File: src/rtl/timer_pkg.sv
// Shared types and defaults for the timer reader: FSM state encoding,
// default timer width and the layout of one captured FIFO entry.
package timer_pkg;

  localparam int TIMER_W = 16;

  typedef enum logic [1:0] {
    ST_IDLE  = 2'd0,
    ST_RUN   = 2'd1,
    ST_STALL = 2'd2
  } state_e;

  // One captured sample at the default width: value, delta to the
  // previous capture, and the first-since-start marker.
  typedef struct packed {
    logic [TIMER_W-1:0] data;
    logic [TIMER_W-1:0] delta;
    logic               first;
  } timer_entry_t;

endpackage

File: src/rtl/sync_fifo.sv
// Single-clock FIFO with registered storage and an occupancy counter.
// The head word is presented combinationally from storage (no write-through
// bypass). The caller is responsible for only pushing when there is room
// or when a pop happens on the same edge; flush has priority over push/pop.
module sync_fifo #(
  parameter  int WIDTH = 33,
  parameter  int DEPTH = 4,
  localparam int CW    = $clog2(DEPTH + 1),
  localparam int PW    = $clog2(DEPTH)
) (
  input  logic             clk,
  input  logic             rst,
  input  logic             flush,
  input  logic             push,
  input  logic             pop,
  input  logic [WIDTH-1:0] din,
  output logic [WIDTH-1:0] dout,
  output logic             full,
  output logic             empty,
  output logic [CW-1:0]    count
);

  logic [WIDTH-1:0] mem_q [DEPTH];
  logic [PW-1:0]    wr_ptr_q;
  logic [PW-1:0]    rd_ptr_q;
  logic [CW-1:0]    count_q;

  assign dout  = mem_q[rd_ptr_q];
  assign count = count_q;
  assign full  = (count_q == CW'(DEPTH));
  assign empty = (count_q == {CW{1'b0}});

  // Pointer and occupancy bookkeeping; pointers wrap naturally since DEPTH is a power of two.
  always_ff @(posedge clk or negedge rst) begin
    if (!rst) begin
      wr_ptr_q <= {PW{1'b0}};
      rd_ptr_q <= {PW{1'b0}};
      count_q  <= {CW{1'b0}};
    end else if (flush) begin
      wr_ptr_q <= {PW{1'b0}};
      rd_ptr_q <= {PW{1'b0}};
      count_q  <= {CW{1'b0}};
    end else begin
      if (push) wr_ptr_q <= wr_ptr_q + PW'(1);
      if (pop)  rd_ptr_q <= rd_ptr_q + PW'(1);
      case ({push, pop})
        2'b10:   count_q <= count_q + CW'(1);
        2'b01:   count_q <= count_q - CW'(1);
        default: count_q <= count_q;
      endcase
    end
  end

  // Storage write; cleared on reset so the head reads zero while in reset.
  always_ff @(posedge clk or negedge rst) begin
    if (!rst) begin
      for (int i = 0; i < DEPTH; i++) mem_q[i] <= {WIDTH{1'b0}};
    end else if (push && !flush) begin
      mem_q[wr_ptr_q] <= din;
    end
  end

endmodule

File: src/rtl/timer_reader.sv
// Consumer end of the timer interface: arms the timer, captures qualified
// timer words with the modular delta to the previous capture, and buffers
// them for a valid/ready downstream. A capture on a start edge is dropped,
// because start flushes the buffer on that same edge.
module timer_reader
  import timer_pkg::*;
#(
  parameter int W     = TIMER_W,
  parameter int DEPTH = 4
) (
  input  logic         clk,
  input  logic         rst,
  input  logic         start,
  input  logic         stop,
  input  logic         t_valid,
  input  logic [W-1:0] t_out,
  output logic         t_en,
  output logic         s_valid,
  input  logic         s_ready,
  output logic [W-1:0] s_data,
  output logic [W-1:0] s_delta,
  output logic         s_first,
  output logic         ovf,
  output logic         busy
);

  localparam int CW = $clog2(DEPTH + 1);

  typedef struct packed {
    logic [W-1:0] data;
    logic [W-1:0] delta;
    logic         first;
  } entry_t;

  state_e       state_q, state_d;
  logic         ovf_q, ovf_d;
  logic         first_q, first_d;
  logic [W-1:0] prev_q, prev_d;
  logic         t_en_q, busy_q;

  logic          capture_s, push_s, pop_s;
  logic          fifo_full_s, fifo_empty_s;
  logic [CW-1:0] fifo_count_s, count_next_s;
  entry_t        push_entry_s, head_s;

  assign pop_s     = !fifo_empty_s && s_ready;
  assign capture_s = t_valid && (state_q != ST_IDLE) && !start;
  // A full FIFO still accepts when the head leaves on the same edge.
  assign push_s    = capture_s && (!fifo_full_s || pop_s);

  assign push_entry_s.data  = t_out;
  assign push_entry_s.delta = t_out - prev_q;
  assign push_entry_s.first = first_q;

  assign count_next_s = fifo_count_s + CW'(push_s) - CW'(pop_s);

  sync_fifo #(
    .WIDTH (2 * W + 1),
    .DEPTH (DEPTH)
  ) u_fifo (
    .clk   (clk),
    .rst   (rst),
    .flush (start),
    .push  (push_s),
    .pop   (pop_s),
    .din   (push_entry_s),
    .dout  (head_s),
    .full  (fifo_full_s),
    .empty (fifo_empty_s),
    .count (fifo_count_s)
  );

  assign s_valid = !fifo_empty_s;
  assign s_data  = head_s.data;
  assign s_delta = head_s.delta;
  assign s_first = head_s.first;
  assign t_en    = t_en_q;
  assign ovf     = ovf_q;
  assign busy    = busy_q;

  // Next-state logic: start always (re)enters RUN; RUN/STALL track FIFO room after this edge.
  always_comb begin
    state_d = state_q;
    if (start) begin
      state_d = ST_RUN;
    end else begin
      case (state_q)
        ST_IDLE:  state_d = ST_IDLE;
        ST_RUN:   if (stop) state_d = ST_IDLE;
                  else if (count_next_s == CW'(DEPTH)) state_d = ST_STALL;
                  else state_d = ST_RUN;
        ST_STALL: if (stop) state_d = ST_IDLE;
                  else if (count_next_s < CW'(DEPTH)) state_d = ST_RUN;
                  else state_d = ST_STALL;
        default:  state_d = ST_IDLE;
      endcase
    end
  end

  // Capture bookkeeping: accepted samples advance prev/first, rejected ones raise ovf.
  always_comb begin
    ovf_d   = ovf_q;
    first_d = first_q;
    prev_d  = prev_q;
    if (start) begin
      ovf_d   = 1'b0;
      first_d = 1'b1;
    end else if (push_s) begin
      prev_d  = t_out;
      first_d = 1'b0;
    end else if (capture_s) begin
      ovf_d   = 1'b1;
    end else begin
      ovf_d   = ovf_q;
    end
  end

  // State and registered status outputs derived from the next state.
  always_ff @(posedge clk or negedge rst) begin
    if (!rst) begin
      state_q <= ST_IDLE;
      ovf_q   <= 1'b0;
      first_q <= 1'b1;
      prev_q  <= {W{1'b0}};
      t_en_q  <= 1'b0;
      busy_q  <= 1'b0;
    end else begin
      state_q <= state_d;
      ovf_q   <= ovf_d;
      first_q <= first_d;
      prev_q  <= prev_d;
      t_en_q  <= (state_d == ST_RUN);
      busy_q  <= (state_d != ST_IDLE);
    end
  end

endmodule

File: config.mk
export PLATFORM = sky130hd
export DESIGN_NAME = timer_reader
export DESIGN_NICKNAME = d
export VERILOG_FILES = /design/src/rtl/timer_pkg.sv /design/src/rtl/sync_fifo.sv /design/src/rtl/timer_reader.sv
export SDC_FILE = /design/constraint.sdc
export NUM_CORES = 1
export LEC_CHECK = 0
export CORE_MARGIN = 8
export CORE_UTILIZATION = 59
export DETAILED_ROUTE_END_ITERATION = 6
export PLACE_DENSITY = 0.92
export SYNTH_ARGS = -nofsm -noshare
export SYNTH_HDL_FRONTEND = slang
export SYNTH_SLANG_ARGS = --single-unit
File: constraint.sdc
create_clock -name clk -period 3.38 [get_ports clk]
set_input_delay 0.507 -clock clk [delete_from_list [all_inputs] [get_ports clk]]
set_output_delay 0.507 -clock clk [all_outputs]
set_load 0.005 [all_outputs]
-- After elaboration in Yosys (flattened, before gate mapping)
Cells that the tools add are included.
- flip-flop bits (word level): 161
- input port bits: 22
- output and inout port bits: 37
- word-level logic and storage cells: 77
- add/subtract/negate cells: 7
- $lt $le $gt $ge: 4
- eq/ne operators: 8
- multiplexer cells: 23
- bitwise gates (word level): 3
- reductions and logical operators: 19
- operator list (operator ; count):
    $bwmux 132 ; 1
    $mux 33 ; 3
    $bmux 33 s2 ; 1
    $demux 33 s2 ; 1
    $mux 2 ; 9
    $sub 16x16->16 ; 1
    $reduce_bool 2->1 ; 5
    $eq 2x1->1 const B ; 3
    $eq 3x3->1 const B ; 2
    $ge 3x3->1 const B ; 2
    $logic_and 1x1->1 ; 6
    $not 2->3 ; 2
    $pmux 3 s2 ; 1
    $mux 1 ; 5
    $add 2x1->2 const B ; 2
    $eq 2x2->1 const B ; 2
    $pmux 2 s2 ; 1
    $reduce_and 2->1 ; 2
    $add 3x1->3 ; 1
    $add 3x1->3 const B ; 1
    $logic_not 1->1 ; 3
    $logic_not 3->1 ; 1
    $lt 3x1->1 const B ; 1
    $lt 3x3->1 const B ; 1
    other kinds (7) ; 7

-- Longest topological paths before layout
Gate-level depths: netlist of run 1.
- depth in word-level cells: 13
- depth in mapped cells: 14
- mapped depth without buffers: 14

-- By module
Synthesis of run 1 repeated with hierarchy kept, for this count alone.
- cells, all modules: 578
- area, all modules: 8345.5 um2
- by module, submodules not included (module ; instances ; cells an instance ; area each (um2) ; seq. area each (um2)):
    sync_fifo ; 1 ; 361 ; 6532.5 ; 3478.3
    timer_reader ; 1 ; 217 ; 1813.0 ; 551.8

-- Worst setup path before layout of run 1
No wires, ideal clock.
- path kind: reg2reg
- start point: register u_fifo.count_q[1], in the netlist u_fifo.count[1]
- end point: register t_en_q, in the netlist t_en
- library setup time: 133 ps
- arrival: 2631 ps
- required time: 3247 ps
- path slack: 616 ps
- cell stages (with the launch flop): 13
- buffers on the path: 0
- clock period less this slack: 2764 ps
- path through: dfrtp_1 > or3_1 > nand2_1 > inv_1 > ha_1 > inv_1 > ha_1 > inv_1 > fa_1 > xnor2_1 > xnor2_1 > nor4b_1 > nor2b_1
- word-level cells in the longest chain between the ends: 13
- elaborated cells between the ends (all ways): 18
- classes of those cells: add/sub (2); order compare (1); eq/ne (3); mux (6); reduce/logical (6)
- RTL lines (item ; RTL line ; source):
    from (decl) ; sync_fifo.sv:26 ; logic [CW-1:0] count_q;
    from (signal assigned) ; sync_fifo.sv:38 ; count_q <= {CW{1'b0}};
    from (signal assigned) ; sync_fifo.sv:42 ; count_q <= {CW{1'b0}};
    from (signal assigned) ; sync_fifo.sv:47 ; 2'b10: count_q <= count_q + CW'(1);
    $logic_not 3->1 (*) ; sync_fifo.sv:31 ; assign empty = (count_q == {CW{1'b0}});
    $logic_not 1->1 (*) ; -- ;
    net s_valid ; timer_reader.sv:18 ; output logic s_valid,
    $logic_and 1x1->1 (*) ; timer_reader.sv:46 ; assign pop_s = !fifo_empty_s && s_ready;
    $logic_or 1x1->1 ; timer_reader.sv:49 ; assign push_s = capture_s && (!fifo_full_s || pop_s);
    $logic_and 1x1->1 ; timer_reader.sv:49 ;
    $add 3x1->3 ; timer_reader.sv:55 ; assign count_next_s = fifo_count_s + CW'(push_s) - CW'(pop_s);
    $sub 3x1->3 (*) ; timer_reader.sv:55 ;
    $lt 3x3->1 or $eq 3x3->1 (tied branches) ; timer_reader.sv:93, timer_reader.sv:90 ;
    $mux 2, on equally long branches ; timer_reader.sv:93, timer_reader.sv:90 ;
    $mux 2, on equally long branches ; timer_reader.sv:92, timer_reader.sv:89 ;
    $pmux 2 s2 (*) ; timer_reader.sv:87 ; case (state_q)
    $mux 2 (*) ; timer_reader.sv:84 ; if (start) begin
    net state_d[1] ; timer_reader.sv:35 ; state_e state_q, state_d;
    $eq 2x1->1 (*) ; timer_reader.sv:132 ; t_en_q <= (state_d == ST_RUN);
    to (signal assigned) ; timer_reader.sv:132 ;
    to (decl) ; timer_reader.sv:39 ; logic t_en_q, busy_q;
Mark *: on every way through the listed nets, which the timed path passes. The rest lies on a longest branch.
A chain may end at the register's enable or synchronous reset.

-- Worst setup path in the final report of run 1
- start point: register u_fifo.count_q[1], in the netlist u_fifo.count[1]
- end point: register t_en_q, in the netlist t_en
- word-level cells in the longest chain between the ends: 13
- elaborated cells between the ends (all ways): 18
- classes of those cells: add/sub (2); order compare (1); eq/ne (3); mux (6); reduce/logical (6)
- RTL lines (item ; RTL line):
    $logic_not 3->1 ; sync_fifo.sv:31
    $logic_not 1->1 ; timer_reader.sv:46
    $logic_and 1x1->1 ; timer_reader.sv:46
    $logic_or 1x1->1 ; timer_reader.sv:49
    $logic_and 1x1->1 ; timer_reader.sv:49
    $add 3x1->3 ; timer_reader.sv:55
    $sub 3x1->3 (*) ; timer_reader.sv:55
    $lt 3x3->1 or $eq 3x3->1 (tied branches) ; timer_reader.sv:93, timer_reader.sv:90
    $mux 2, on equally long branches ; timer_reader.sv:93, timer_reader.sv:90
    $mux 2, on equally long branches ; timer_reader.sv:92, timer_reader.sv:89
    $pmux 2 s2 (*) ; timer_reader.sv:87
    $mux 2 (*) ; timer_reader.sv:84
    net state_d[0] ; timer_reader.sv:35
    $eq 2x1->1 (*) ; timer_reader.sv:132
Marked as above.

==> flow_summary.ini, run 1 <==
[run_status]
status = completed

[yosys]
synth_top_area_cell = dfrtp_1
synth_cell_type_count = 46
synth-seq-area-share_pct = 50.12
synth_seq_cells = 161
synthArstFlopShare_pct = 100.0
mappedNetlistNets = 726
synthTopCellsByArea = dfrtp_1 (50%), mux2_2 (11%), mux4_2 (9.2%), ha_1 (3.7%), o21ai_0 (3.2%)
synth_edf_count = 0
synth_ff_type = dfrtp_1
netlist_instances = 677
avgSynthCellArea_um2 = 11.88
synth_top_area_share_pct = 49.79
yosysWarnings = 0
syn_area_um2 = 8041

[timing]
layout_setup_ws_ns = 0.2199
relSlewSlack_pct = 49.10
finalSetupTns_ns = 0
tightest_slew_ns = 0.7634
drv_slew = 0
fin_worst_skew_ns = 0.008415
finalCritPeriodShare_pct = 93.49
rsz0062_at_grt = false
period_minus_slack_ns = 3.160
setup_viol = 0
hold_violations = 0
fmax_mhz = 316.5

[finish]
multiInputGateArea_um2 = 3740
regArea_um2 = 4031
diodes = 0
most-common-layout-cells = dfrtp_1 (159), mux2_2 (79), nand2_1 (67)
layout_commonest_cell = dfrtp_1
nNetsFinal = 778
drive_above_1_share_pct = 22.51
final_cell_area_um2 = 9488
syn_to_final_growth_pct = 17.99
utilization_pct = 71.36
nFillCells = 882

[worst_setup_path]
critical-path-slowest-cell = dfrtp_1
critPathMaxStageDelay_ns = 0.49
crit_top_cell = inv_1
cp.required_ns = 3.68
path_delay_family = simple AND/OR/NAND/NOR gates
crit_chain = or3_1 > nand2_1 > inv_1 > ha_1 > inv_1 > ha_1 > inv_1 > fa_1 > xnor2_1 > xnor2_1 > nor2_1 > a21oi_1 > o21bai_1 > nor2b_1
end_kind = flip-flop
arrival_ns = 3.46
cp.buffers_inverters = 3
crit_fanout = 6
crit_type = flip-flop to flip-flop
start_kind = flip-flop

[global_routing]
grt_pass1_vias = 6191
grt_start_max_net_pins = 85
grt_usage_pct = 22.32
overflow = 0
grt_first_pass_wirelength_um = 31190
antenna_found_initial = 0

[placement]
portBuffers = 58
place_ws_ns = 0.1720
gp_congestion = 0.8393
hpwl_um = 12110
postPlaceCellArea_um2 = 8843

[pwr]
leakage_nw = 4.217
powerDensity_nw_per_um2 = 917.3
ir_drop_uv = 673.2

[flow_run]
timing.max_cap.violations = 0

[clock_tree]
cts_made_buffers = 17
clock_sinks = 161
tritoncts = built
post_cts_buffers = 0
clock_tree.root_cell = clkbuf_16
cts_resized = 0
clock_latency_ns = 0.44
cts.path.max_buffers = 2
cts_hold_buffers = 0
clk_pin_slew_ns = 0.06
cts_max_level = 4

[floorplan]
core-area_um2 = 13300
io_pins = 59
die_y_um = 132.7
rows = 42
dieArea_um2 = 17620
initial_core_util_pct = 60.48
die_w_um = 132.7

[routing]
drt-total-wl_um = 18650
vias = 5619
ant_nets = 0
viasPerCell = 6.121
first_pass_iters = 5
drtIter0Drc = 321
drcViolationCount = 0
routedWlPerCell_um = 20.32

[worst_hold_path]
hp-class = input port to asynchronous set/reset pin
registers in the layout, indices dropped and copies added (netlist names):
register         count
ovf                  1
prev_q              16
busy                 1
u_fifo.wr_ptr_q      2
first_q              1
u_fifo.rd_ptr_q      2
t_en                 1
state_q              2
u_fifo.mem_q       132
u_fifo.count         3
metal layers:
| metal | share of wire, % | routed length [um] | global-route usage (%) |
|---|---|---|---|
| met2 | 54 | 9982 | 39.97 |
| met1 | 40 | 7395 | 25.39 |
| met5 | 0 | 0 | 0 |
| met4 | 1.6 | 304 | 8.076 |
| met3 | 5.2 | 967 | 5.337 |
metrics by stage:
| step | std cells | hold WS [ns] | total power, mW |
|---|---|---|---|
| 6_report | 918 | 0.1218 | 8.703 |
| 5_1_grt | 918 | 0.1861 | 9.208 |
| 4_1_cts | 918 | 0.1508 | 8.739 |
| 3_5_place_dp | 886 | 0.4656 | 6.553 |
| 3_3_place_gp | 886 | 0.4555 | 6.279 |
| 2_1_floorplan | 677 | 0.2114 | 5.229 |
report_power, final:
| part | total, mW | switching [mW] | internal (mW) |
|---|---|---|---|
| clock | 2.11 | 0.762 | 1.34 |
| combinational | 3.49 | 1.66 | 1.83 |
| sequential | 3.11 | 0.438 | 2.67 |
cell usage after synthesis (all sizes together) (3+ instances only):
library cell,instances
mux2,82
nor2b,4
o211ai,11
fa,3
nand2b,13
o21a,3
a21o,3
o21bai,3
clkbuf,18
mux4,33
dfrtp,160
xnor2,11
ha,24
inv,30
xor2,5
mux2i,11
a22oi,4
a21oi,29
nand2,71
buf,18
nor3,5
nor2,49
o21ai,54
o31ai,12
logic make-up after synthesis:
group	share of synthesized area, %
flip-flops	50.12
AO/OA/AOI/OAI	9.460
buffers and inverters	3.376
AND/OR/NAND/NOR	8.729
multiplexers	22.09
adder cells (fa/ha/maj)	4.481
XOR/XNOR	1.743
final cells by class:
| cell class | instances | area share (%) |
|---|---|---|
| Clock buffer | 21 | 4.853 |
| Clock inverter | 11 | 1.939 |
| Inverter | 30 | 1.187 |
| Multi-Input combinational cell | 450 | 39.42 |
| Sequential cell | 161 | 42.49 |
| Tap cell | 176 | 2.321 |
| Timing Repair Buffer | 69 | 7.794 |
final timing paths:
kind,startpoint,endpoint,slack (ns),cells after the start
min in group clk,u_fifo.mem_q[105],u_fifo.mem_q[105],0.48,2
setup / recovery,u_fifo.count[1],t_en,0.22,14
setup reg to reg,u_fifo.count[1],t_en,0.22,14
hold / removal,rst,u_fifo.mem_q[85],0.12,1
hold reg to reg,u_fifo.mem_q[105],u_fifo.mem_q[105],0.48,2
max in group asynchronous,rst,first_q,2.38,2
Power figures use the tool's default switching activity.
==> run 2, diff against run 1 <==
Settings changed: GPL_TIMING_DRIVEN set to 0.
==> run 2 against run 1 <==
Wire length is 8.2% higher. Highest routed layer unchanged. Combinational power is 2% higher. First-iteration DRC count is 82% higher. Sequential cell count stayed put. Core utilization is 0.085 points lower. Hold slack worse by 0.033 ns. Power is 0.91% lower.
==> flow_summary.ini, run 2 (synthesized netlist as in run 1, its figures left out) <==
[run_status]
status = completed

[timing]
setup_viol = 0
fin_hold_ws_ns = 0.08887
layout_setup_ws_ns = 0.1291
drv_slew = 0
fin_worst_skew_ns = 0.007330
fmax_mhz = 307.6
period_minus_slack_ns = 3.251
finalSetupTns_ns = 0
finalCritPeriodShare_pct = 96.18
hold_violations = 0
rsz0062_at_grt = false
tightest_slew_ns = 0.8036
relSlewSlack_pct = 46.43

[clock_tree]
clock_tree.root_cell = clkbuf_16
clk_pin_slew_ns = 0.06
cts_hold_buffers = 0
cts_max_level = 4
clock_sinks = 161
cts.path.max_buffers = 2
tritoncts = built
cts_made_buffers = 17
clock_latency_ns = 0.44

[worst_setup_path]
r2r_cells = 12
start_kind = flip-flop
end_kind = output pin
rrSetupSlack_ns = 0.23
cp.required_ns = 2.87
arrival_ns = 2.74
crit_fanout = 10
crit_type = flip-flop to output pin
worstReg2RegStart = u_fifo.count[1]
r2r-end = t_en

[finish]
most-common-layout-cells = dfrtp_1 (160), mux2_2 (79), nand2_1 (67)
nFillCells = 836
regMostFlops = u_fifo.mem_q
fin_cells = 943
syn_to_final_growth_pct = 17.85
largest_reg_flops = 132
nNetsFinal = 803
diodes = 0
layout_commonest_cell = dfrtp_1
drive_above_1_share_pct = 23.08

[floorplan]
dieArea_um2 = 17620
initial_core_util_pct = 60.48
io_pins = 59
core-area_um2 = 13300
die_y_um = 132.7
rows = 42
die_w_um = 132.7

[pwr]
p_total_mw = 8.623
pwr-share-comb_pct = 41.4
p_int_mw = 5.665
ir_drop_uv = 615.0
powerDensity_nw_per_um2 = 909.9
p_sw_share_pct = 34.30
p_seq_share_pct = 36.0
leakage_nw = 4.203
p_switching_mw = 2.958
p_clk_share_pct = 22.6

[global_routing]
antenna_found_initial = 0
overflow = 0
grt_start_max_net_pins = 87
grt_pass1_vias = 6475
grt_first_pass_wirelength_um = 33470
grt_usage_pct = 23.93

[placement]
placed_cells_incl_taps = 912
gp_congestion = 0.8814
hpwl_um = 13790
place_ws_ns = -0.1467
portBuffers = 58

[routing]
drtIter0Drc = 584
routedWlPerCell_um = 21.39
vias = 5848
first_pass_iters = 5
viasPerCell = 6.201
ant_nets = 0
drt-total-wl_um = 20180
drcViolationCount = 0

[flow_run]
timing.max_cap.violations = 0

[worst_hold_path]
hp-class = input port to asynchronous set/reset pin
-- run 2: changes by cell type in the layout (fill, tap and decap cells not counted), moves of 3 or more --
| cell | previous run | this run |
|---|---|---|
| clkbuf_1 | 2 | 16 |
| clkinv_2 | 5 | 1 |
| buf_12 | 6 | 0 |
| inv_6 | 0 | 3 |
| buf_4 | 5 | 0 |
| buf_2 | 0 | 18 |
| bufinv_16 | 5 | 2 |
-- run 2: worst max-delay path, stage by stage (launching register included) --
cell             delay (ns)
dfrtp_1                0.34
clkbuf_1               0.38
clkbuf_1               0.67
mux4_2                 0.45
clkdlybuf4s50_1        0.47
-- run 2: layout make-up --
type / instances / area [um^2] / area share [%]
Sequential cell: 161 / 4030 / 42.53
Multi-Input combinational cell: 450 / 3740 / 39.46
Timing Repair Buffer: 59 / 609.3 / 6.430
Clock buffer: 22 / 484.2 / 5.110
Tap cell: 176 / 220.2 / 2.324
Buffer: 35 / 156.4 / 1.650
Clock inverter: 10 / 123.9 / 1.307
Inverter: 30 / 112.6 / 1.188
-- run 2: worst max-delay path by stage --
stage	endpoint	cells after the start	from	slack [ns]
2_1_floorplan	t_en	12	u_fifo.count[1]	0.62
3_3_place_gp	u_fifo.mem_q[29]	1	rst	-4.11
3_5_place_dp	t_en	11	t_valid	-0.15
4_1_cts	s_delta[7]	4	u_fifo.rd_ptr_q[0]	0.02
5_1_grt	t_en	12	state_q[0]	0.04
6_report	s_delta[15]	4	u_fifo.rd_ptr_q[1]	0.13
-- run 2: timing repair --
item / in CTS / in global routing
setup buffers: 0 / 0
hold endpoints to repair: 0 / 0
endpoints found under the setup margin: 0 / 30
resized for setup: 0 / 2
-- run 2: power by group through the flow --
stage	Clock, mW	Sequential (mW)	Combinational [mW]
6_report	1.95	3.10	3.57
3_5_place_dp	0	3.09	3.51
5_1_grt	2.05	3.17	3.88
3_3_place_gp	0	3.00	3.30
4_1_cts	1.97	3.07	3.58
2_1_floorplan	0	2.94	2.29
-- run 2: metal layers --
| metal | vias to the layer above | part of all wire (%) | GRT usage, % |
|---|---|---|---|
| li1 | 2565 | - | - |
| met1 | 2969 | 39 | 28.43 |
| met2 | 262 | 51 | 40.99 |
| met3 | 52 | 6.7 | 5.678 |
| met4 | 0 | 2.7 | 9.842 |
| met5 | - | 0 | 0 |
-- run 2: metrics by stage --
stage	area, um^2	util [%]
2_1_floorplan	8041	-
3_3_place_gp	8842	66.51
3_5_place_dp	8871	66.72
4_1_cts	9479	71.30
5_1_grt	9477	71.28
6_report	9477	71.28
==> run 3, diff against run 2 <==
Settings changed: HOLD_SLACK_MARGIN set to 0.05, PLACE_DENSITY 0.92 to 0.85, TNS_END_PERCENT set to 30.
==> run 3 against run 2 <==
Via count down 4.4%. Critical endpoint is now s_delta[13]. Hold slack better by 0.39 ns. Combinational power down 3%. Non-clock buffer count up 1. Maximum frequency down 1.2%. Wire length down 7.6%. Sequential power about the same. Cell area down 0.63%. Clock power down 9%. Clock-buffer cell count up 2. Critical path depth unchanged.
==> flow_summary.ini, run 3 (synthesized netlist as in run 1, its figures left out) <==
[routing]
ant_nets = 0
drt-total-wl_um = 18630
drcViolationCount = 0
viasPerCell = 5.930
vias = 5592
routedWlPerCell_um = 19.76
drtIter0Drc = 422
first_pass_iters = 7

[clock_tree]
clock_sinks = 161
clk_pin_slew_ns = 0.06
cts_max_level = 4
post_cts_buffers = 0
clock_latency_ns = 0.43
cts_made_buffers = 17
clock_tree.root_cell = clkbuf_16
tritoncts = built
cts.path.max_buffers = 2

[pwr]
p_sw_share_pct = 33.40
p_total_mw = 8.300
p_int_mw = 5.528
p_switching_mw = 2.772
leakage_nw = 4.182
pwr-share-comb_pct = 41.6
p_seq_share_pct = 37.1
ir_drop_uv = 688.6
powerDensity_nw_per_um2 = 881.4
p_clk_share_pct = 21.3

[finish]
utilization_pct = 70.83
drive_above_1_share_pct = 22.56
diodes = 0
nNetsFinal = 804
fin_cells = 943
syn_to_final_growth_pct = 17.10
layout_commonest_cell = dfrtp_1
final_cell_area_um2 = 9417
most-common-layout-cells = dfrtp_1 (160), mux2_2 (79), nand2_1 (67)
regMostFlops = u_fifo.mem_q
largest_reg_flops = 132

[placement]
postPlaceCellArea_um2 = 8871
placed_cells_incl_taps = 912
hpwl_um = 13020
portBuffers = 58
place_ws_ns = -0.1473
gp_congestion = 0.8713

[timing]
drv_slew = 0
finalSetupTns_ns = 0
hold_violations = 0
period_minus_slack_ns = 3.289
relSlewSlack_pct = 44.62
finalCritPeriodShare_pct = 97.32
setup_viol = 0
tightest_slew_ns = 0.8307
layout_setup_ws_ns = 0.09073
fin_worst_skew_ns = 0.008918
fin_hold_ws_ns = 0.4789
rsz0062_at_grt = false
fmax_mhz = 304.0

[worst_setup_path]
cp.buffers_inverters = 3
crit_chain = clkbuf_1 > clkbuf_1 > mux4_2 > clkdlybuf4s50_1
path_delay_family = buffers and inverters
startpoint = u_fifo.rd_ptr_q[1]
end_kind = output pin
critical-path-slowest-cell = clkbuf_1
cp.required_ns = 2.87
critPathMaxStageDelay_ns = 0.69
arrival_ns = 2.78
worstReg2RegStart = state_q[0]
start_kind = flip-flop
cp_num_cells = 4
r2r-end = t_en
crit_fanout = 10
crit_top_cell = clkbuf_1
crit_type = flip-flop to output pin
rrSetupSlack_ns = 0.35
r2r_cells = 14

[global_routing]
overflow = 0
antenna_found_initial = 0
grt_first_pass_wirelength_um = 30660
grt_start_max_net_pins = 107
grt_pass1_vias = 5980
grt_usage_pct = 21.93

[worst_hold_path]
hold-path-endpoint = u_fifo.mem_q[9]
whs_path_depth = 2
hp-class = flip-flop to flip-flop
hold_start = u_fifo.mem_q[9]

[floorplan]
io_pins = 59
initial_core_util_pct = 60.48
die_y_um = 132.7
dieArea_um2 = 17620
die_w_um = 132.7
rows = 42
core-area_um2 = 13300

[flow_run]
timing.max_cap.violations = 0

[run_status]
status = completed
[run 3: changes by cell type in the layout (fill, tap and decap cells not counted), sizes merged]
cell	previous run	this run
bufinv	2	1
clkbuf	39	41
clkinv	3	6
clkinvlp	2	0
dlygate4sd3	0	1
inv	33	30
[run 3: repair_timing]
action,4_1_cts,5_1_grt
hold buffers,1,0
endpoints found under the hold margin,5,0
setup endpoints to repair,5,2
gates resized for setup,0,3
[run 3: power by group through the flow]
stage | combinational (mW) | sequential, mW | clock [mW]
after floorplan | 2.29 | 2.94 | 0
after global placement | 3.30 | 3.00 | 0
after detailed placement | 3.45 | 3.08 | 0
after CTS | 3.47 | 3.07 | 1.79
after global routing | 3.78 | 3.15 | 1.88
final | 3.45 | 3.08 | 1.77
[run 3: cell type report]
cell class | count | area, um^2
Timing Repair Buffer | 60 | 619.3
Tap cell | 176 | 220.2
Multi-Input combinational cell | 450 | 3746
Fill cell | 904 | 3879
Clock inverter | 7 | 60.06
Clock buffer | 24 | 471.7
Inverter | 30 | 112.6
Sequential cell | 161 | 4030
Buffer | 35 | 156.4
[run 3: how the worst max path moves through the flow]
| stage | end | slack (ns) |
|---|---|---|
| 5_1_grt | s_delta[12] | 0.03 |
| 3_3_place_gp | u_fifo.mem_q[125] | -4.21 |
| 3_5_place_dp | t_en | -0.15 |
| 2_1_floorplan | t_en | 0.62 |
| 4_1_cts | s_delta[12] | 0.1 |
| 6_report | s_delta[13] | 0.09 |
[run 3: worst min-delay path, delay by kind of cell, from the launching register on]
family,cells,cell delay [ns]
flops,1,0.34
simple gates,1,0.05
compound gates,1,0.06
[run 3: layer usage]
| layer | vias up | track usage [%] | part of all wire (%) |
|---|---|---|---|
| li1 | 2555 | - | - |
| met1 | 2837 | 27.55 | 43 |
| met2 | 169 | 36.36 | 50 |
| met3 | 31 | 5.678 | 5.5 |
| met4 | 0 | 7.003 | 1.8 |
| met5 | - | 0 | 0 |
